### config.mk
export PLATFORM = sky130hd
export DESIGN_NAME = eq_serial_ctrl
export DESIGN_NICKNAME = d
export VERILOG_FILES = /design/src/rtl/eq_serial_ctrl.sv
export SDC_FILE = /design/constraint.sdc
export NUM_CORES = 1
export LEC_CHECK = 0
export BUFFER_PORTS_ARGS = -buffer_cell sky130_fd_sc_hd__buf_4
export CORE_ASPECT_RATIO = 0.6
export CORE_UTILIZATION = 50
export CTS_CLUSTER_DIAMETER = 60
export DETAILED_ROUTE_END_ITERATION = 10
export PLACE_DENSITY = 0.75
export SLEW_MARGIN = 40
export SYNTH_ARGS = -nofsm -noshare
export SYNTH_HDL_FRONTEND = slang
export SYNTH_SLANG_ARGS = --single-unit
### constraint.sdc
create_clock -name clk -period 1.9 [get_ports clk]
set_clock_uncertainty 0.2 [all_clocks]
set_input_delay 0.095 -clock clk [delete_from_list [all_inputs] [get_ports clk]]
set_output_delay 0.095 -clock clk [all_outputs]
set_load 0.01 [all_outputs]
### src/rtl/eq_serial_ctrl.sv
// -----------------------------------------------------------------------------
// eq_serial_ctrl
//
// Bit-serial word comparator controller. It drives one external 1-bit
// equality cell (s = ~(x ^ y)) with one bit-pair per clock, LSB first. It
// folds the returned s bits into a word-level equal flag and reports the
// result with a one-cycle done pulse. One small cell can therefore compare
// operands of any width.
//
// Parameters:
//   WIDTH  operand width in bits (1..64)
//
// Ports:
//   clk    system clock, rising edge
//   rst    asynchronous active-high reset
//   start  comparison request, only sampled while idle
//   a, b   operands, captured on the edge that accepts start
//   eq_x   bit of A presented to the cell's x input
//   eq_y   bit of B presented to the cell's y input
//   eq_s   cell result for the current eq_x/eq_y pair
//   busy   high while a comparison is in flight (SHIFT or DONE)
//   done   one-cycle pulse when equal is valid
//   equal  result, 1 when a == b; held until the next accepted start
//
// Build option:
//   EQ_SERIAL_EARLY_EXIT_EN  when defined, the first mismatching bit ends
//                            the comparison immediately instead of
//                            scanning all WIDTH bits.
// -----------------------------------------------------------------------------
module eq_serial_ctrl #(
    parameter int WIDTH = 8
) (
    input  logic             clk,
    input  logic             rst,
    input  logic             start,
    input  logic [WIDTH-1:0] a,
    input  logic [WIDTH-1:0] b,
    output logic             eq_x,
    output logic             eq_y,
    input  logic             eq_s,
    output logic             busy,
    output logic             done,
    output logic             equal
);

    localparam int CW = $clog2(WIDTH + 1);

    typedef enum logic [1:0] {
        IDLE  = 2'd0,
        SHIFT = 2'd1,
        DONE  = 2'd2
    } state_t;

    state_t           state;
    state_t           state_nxt;
    logic [WIDTH-1:0] sa;
    logic [WIDTH-1:0] sb;
    logic [CW-1:0]    cnt;
    logic             acc;
    logic             finish;

    // State register
    always_ff @(posedge clk or posedge rst) begin
        if (rst) begin
            state <= IDLE;
        end else begin
            state <= state_nxt;
        end
    end

    // Next state and outputs. eq_x/eq_y come only from the shift registers,
    // so nothing combinational leaks from a/b to the cell.
    always_comb begin
        state_nxt = state;
        eq_x      = 1'b0;
        eq_y      = 1'b0;
        busy      = 1'b0;
        done      = 1'b0;
        finish    = 1'b0;
        case (state)
            IDLE: begin
                if (start) begin
                    state_nxt = SHIFT;
                end
            end
            SHIFT: begin
                busy = 1'b1;
                eq_x = sa[0];
                eq_y = sb[0];
`ifdef EQ_SERIAL_EARLY_EXIT_EN
                // A single mismatch already decides the result.
                finish = (cnt == CW'(WIDTH - 1)) || !eq_s;
`else
                finish = (cnt == CW'(WIDTH - 1));
`endif
                if (finish) begin
                    state_nxt = DONE;
                end
            end
            DONE: begin
                busy      = 1'b1;
                done      = 1'b1;
                state_nxt = IDLE;
            end
            default: begin
                state_nxt = IDLE;
            end
        endcase
    end

    // Operand shifters, bit counter and result accumulation. eq_s is only
    // looked at in SHIFT, so junk on it at other times cannot reach equal.
    always_ff @(posedge clk or posedge rst) begin
        if (rst) begin
            sa    <= '0;
            sb    <= '0;
            cnt   <= '0;
            acc   <= 1'b1;
            equal <= 1'b0;
        end else begin
            case (state)
                IDLE: begin
                    if (start) begin
                        sa    <= a;
                        sb    <= b;
                        cnt   <= '0;
                        acc   <= 1'b1;
                        equal <= 1'b0;
                    end
                end
                SHIFT: begin
                    acc <= acc & eq_s;
                    sa  <= sa >> 1;
                    sb  <= sb >> 1;
                    cnt <= cnt + CW'(1);
                    if (finish) begin
                        equal <= acc & eq_s;
                    end
                end
                default: begin
                end
            endcase
        end
    end

endmodule

Yosys cells after proc, flatten, opt, wreduce, memory -nomap -nowiden
Cells that the tools add are included.

Magnitude comparators: 0. Divide/modulo/power cells: 0. Multiplexer cells: 19. Add/subtract/negate cells: 1. Equal/unequal tests: 6. Shift-type cells: 0. Reductions and logical operators: 6. Bitwise logic cells: 1. Multiply operators: 0.

Operators with widths (number): $pmux 8 s2 (2); $mux 8 (2); $mux 1 (8); $pmux 4 s2 (1); $ne 2x2->1 const B (3); $add 4x1->4 const B (1); $eq 4x3->1 const B (1); $mux 2 (2); $mux 4 (1); $pmux 1 s2 (2); $pmux 2 s2 (1); $reduce_and 2->1 (2); $reduce_and 3->1 (1); $eq 2x1->1 const B (1); $eq 2x2->1 const B (1); $logic_not 2->1 (1); $reduce_bool 2->1 (1); $reduce_or 2->1 (1); $and 1x1->1 (1).

Word-level logic and storage cells: 39. Output and inout bits: 5. Bits in writable memories: 0. Register bits after elaboration: 24. Memories kept: 0. Latch bits: 0. Memory bits (read-only): 0.

Depth between registers and ports, before layout
Word-level depth: 4. Depth in mapped cells: 7. Depth with buffers taken out: 5.

Worst setup path before layout
No wires, ideal clock.

Path type: register to register. From: register state[0]. To: register state[0]. Arrival: 1322 ps. Library setup time: 125 ps. Clock period less this slack: 1647 ps. Stages on the path, launching flop included: 6. Required time: 1575 ps. Buffers on the path: 0. Slack: 253 ps. Cell sequence: dfrtp_1 inv_1 ha_1 and2b_1 a21oi_2 mux2_2.

Word-level cells in the longest chain between the ends: 3. Elaborated cells between the ends (all ways): 6.

RTL lines: start, declared (line 54) `state_t state;`; start signal, assigned (line 67) `state <= state_nxt;`; $eq 2x1->1 / $logic_not 2->1 (equally long branches) (line 80) `case (state)`; $ne 2x2->1 (no source line); $reduce_and 2->1 (no source line).

Several ways; a longest one is shown, not always the timed one. A chain may end at the register's enable or synchronous reset.

Final worst setup path
From: register state[1]. To: register cnt[3].

Word-level cells in the longest chain between the ends: 3. Elaborated cells between the ends (all ways): 6.

RTL lines: $eq 2x1->1 / $logic_not 2->1 (equally long branches) (line 121) `case (state)`; $reduce_bool 2->1 (no source line) / $ne 2x2->1 (equally long branches); $reduce_and 2->1 (no source line); end signal, assigned (line 135) `cnt <= cnt + CW'(1);`; end, declared (line 58) `logic [CW-1:0] cnt;`.

Several ways; a longest one is shown, not always the timed one.

==> metrics.cfg <==
[outcome]
status=completed

[clock_tree]
clkSinkCount=24
clk_pin_slew_ns=0.09
cts_max_level=1
root_buffer=clkbuf_8
clk_path_buf_depth=2
cts_tree=yes
cts_buffers=3
insertion_delay_ns=0.27

[floorplan]
initial_utilization=0.5474
dieWidth_um=66.00
die_h_um=40.40
dieArea_um2=2666
core.rowCount=13
core-area_um2=2245
io_pins=25

[placement]
numPortBuffers=24
hpwl_um=1567
place_congestion=0.7016
pre_cts_ws_ns=0.09238

[timing]
slew_headroom=0.5561
min_period_ns=1.778
worst_slew_pin_slew_ns=0.6651
setup_ws_ns=0.1223
max_freq_mhz=562.5
rsz0062_at_grt=false
fin_tns_setup_ns=0
finalSetupViolations=0
finalHoldViolations=0
post-route-period-util=0.9356
drv_slew=0

[worst_setup_path]
cp_data_required_time_ns=1.88
start_kind=flip-flop
cp_slowest_cell=dfrtp_1
rr_startpoint=state[1]
startpoint=state[1]
worst_setup_path_end_kind=flip-flop
critical_path_class=reg -> reg
worstPathArrival_ns=1.76
path_max_fanout=41
cpPeakStageDelay_ns=0.40
crit_chain=inv_1, ha_1, mux2i_4, buf_12, a21oi_1, o32ai_1

[drt]
first_iter_violations=48
ant_nets=0
dr_total_vias=948
dr.pass1.iters=4
route.detailed.drc=0
routed_wl_um=2500
wl_per_cell_um=13.09
drt-vias-per-instance=4.963

[finish]
layout_commonest_cell=buf_4
final_cell_mix=27 x buf_4, 22 x dfrtp_1, 21 x nand2_1
nNetsFinal=188
syn_to_final_growth_pct=40.22
drive_gt1_frac=0.2547
n_antenna_cell=0

[min_path]
hp-class=in -> reg
worst_hold_startpoint=start

[yosys]
syn_avg_cell_area_um2=10.50
ys_seq_area_frac=0.4898
ys_warn_count=0
syn-num-nets=143
synth_seq_cells=24
syn_inst=117
yosysUniqueCellTypes=25
mappedNetlistArea_um2=1229

[flow_run]
drv_cap=0

[global_route]
antenna_found_initial=0
gr-total-overflow=0
grt_max_degree=42
grt_pass1_wl_um=3898
first_global_vias=877
grt_usage=0.2080

[pwr]
power_density_nw_per_um2=1468
cellLeakagePower_nw=0.7981
ir_worst_vdd_uv=837.2

path summary, 6_finish.rpt:
kind,cells after the start,slack [ns],endpoint
setup reg to reg,6,0.12,cnt[3]
hold / removal,5,0.11,cnt[0]
min in group asynchronous,3,0.29,sb[4]
hold reg to reg,2,0.28,sa[6]
setup / recovery,6,0.12,cnt[3]
max in group asynchronous,4,0.68,sb[0]
per-layer routing:
layer	vias up	wire [um]	GRT usage
li1	487	-	-
met3	2	94	0.06250
met5	-	0	0
met1	441	1194	0.2600
met2	18	1193	0.3648
met4	0	18	0.04787
final cells by class:
type | instances | area [um^2]
Multi-Input combinational cell | 82 | 578.1
Clock buffer | 3 | 41.29
Clock inverter | 1 | 30.03
Timing Repair Buffer | 47 | 417.9
Fill cell | 149 | 521.8
Tap cell | 30 | 37.54
Inverter | 4 | 15.01
Sequential cell | 24 | 603.1
power by group:
part           switching, mW  internal [mW]  leakage, nW
Clock                  0.170          0.282       0.0357
Combinational          0.596          0.578        0.461
Sequential             0.151          0.753        0.301
Total                  0.916           1.61        0.798
synth_stat cells (all sizes together):
cell / count / area, um^2
and2b: 1 / 7.510
mux2i: 15 / 162.7
inv: 4 / 15.01
nand2: 21 / 78.83
clkbuf: 1 / 5.000
mux2: 2 / 22.52
o32ai: 1 / 8.760
o31ai: 1 / 7.510
dfstp: 1 / 26.28
a21oi: 2 / 13.76
and2: 3 / 18.77
buf: 6 / 41.28
nand3: 1 / 5.000
nand2b: 5 / 31.28
o21ai: 21 / 105.1
a22oi: 1 / 12.51
dfrtp: 23 / 575.6
nand3b: 1 / 7.510
ha: 6 / 75.07
a22o: 1 / 8.760
state kept, by name (all words and copies together) (netlist names):
name	flops
acc	1
cnt	4
equal	1
sa	8
sb	8
state	2
worst max-delay path, delay by kind of cell, from the launching register on:
family / cells / cell delay (ns)
buf+inv: 2 / 0.37
flops: 1 / 0.40
mux: 1 / 0.27
fa+ha+maj: 1 / 0.25
compound gates: 2 / 0.19
stage by stage:
step,hold slack [ns],power [mW],cell area (um^2),util,cells
finish,0.1086,2.529,1723,0.7676,191
global route,0.1526,2.724,1723,0.7676,191
CTS,0.1038,2.512,1708,0.7609,191
detailed placement,0.03423,2.001,1450,0.6460,169
global placement,0.02698,1.944,1450,0.6460,169
floorplan,-0.09112,1.725,1229,-,117
logic make-up (layout without fill, tap and decap cells):
kind of cell / count (synthesis) / count (layout) / share of synthesized area
compound gates: 27 / 27 / 0.1273
fa+ha+maj: 6 / 6 / 0.06110
buf+inv: 11 / 55 / 0.04988
flops: 24 / 24 / 0.4898
mux: 17 / 17 / 0.1507
simple gates: 32 / 32 / 0.1212
what timing repair did:
action | CTS | global route
hold buffers | 18 | 0
hold endpoints to repair | 33 | 0
resized for setup | 2 | 3
setup buffers | 0 | 0
endpoints found under the setup margin | 1 | 1
Note: power is estimated with default switching activity, not from simulation.
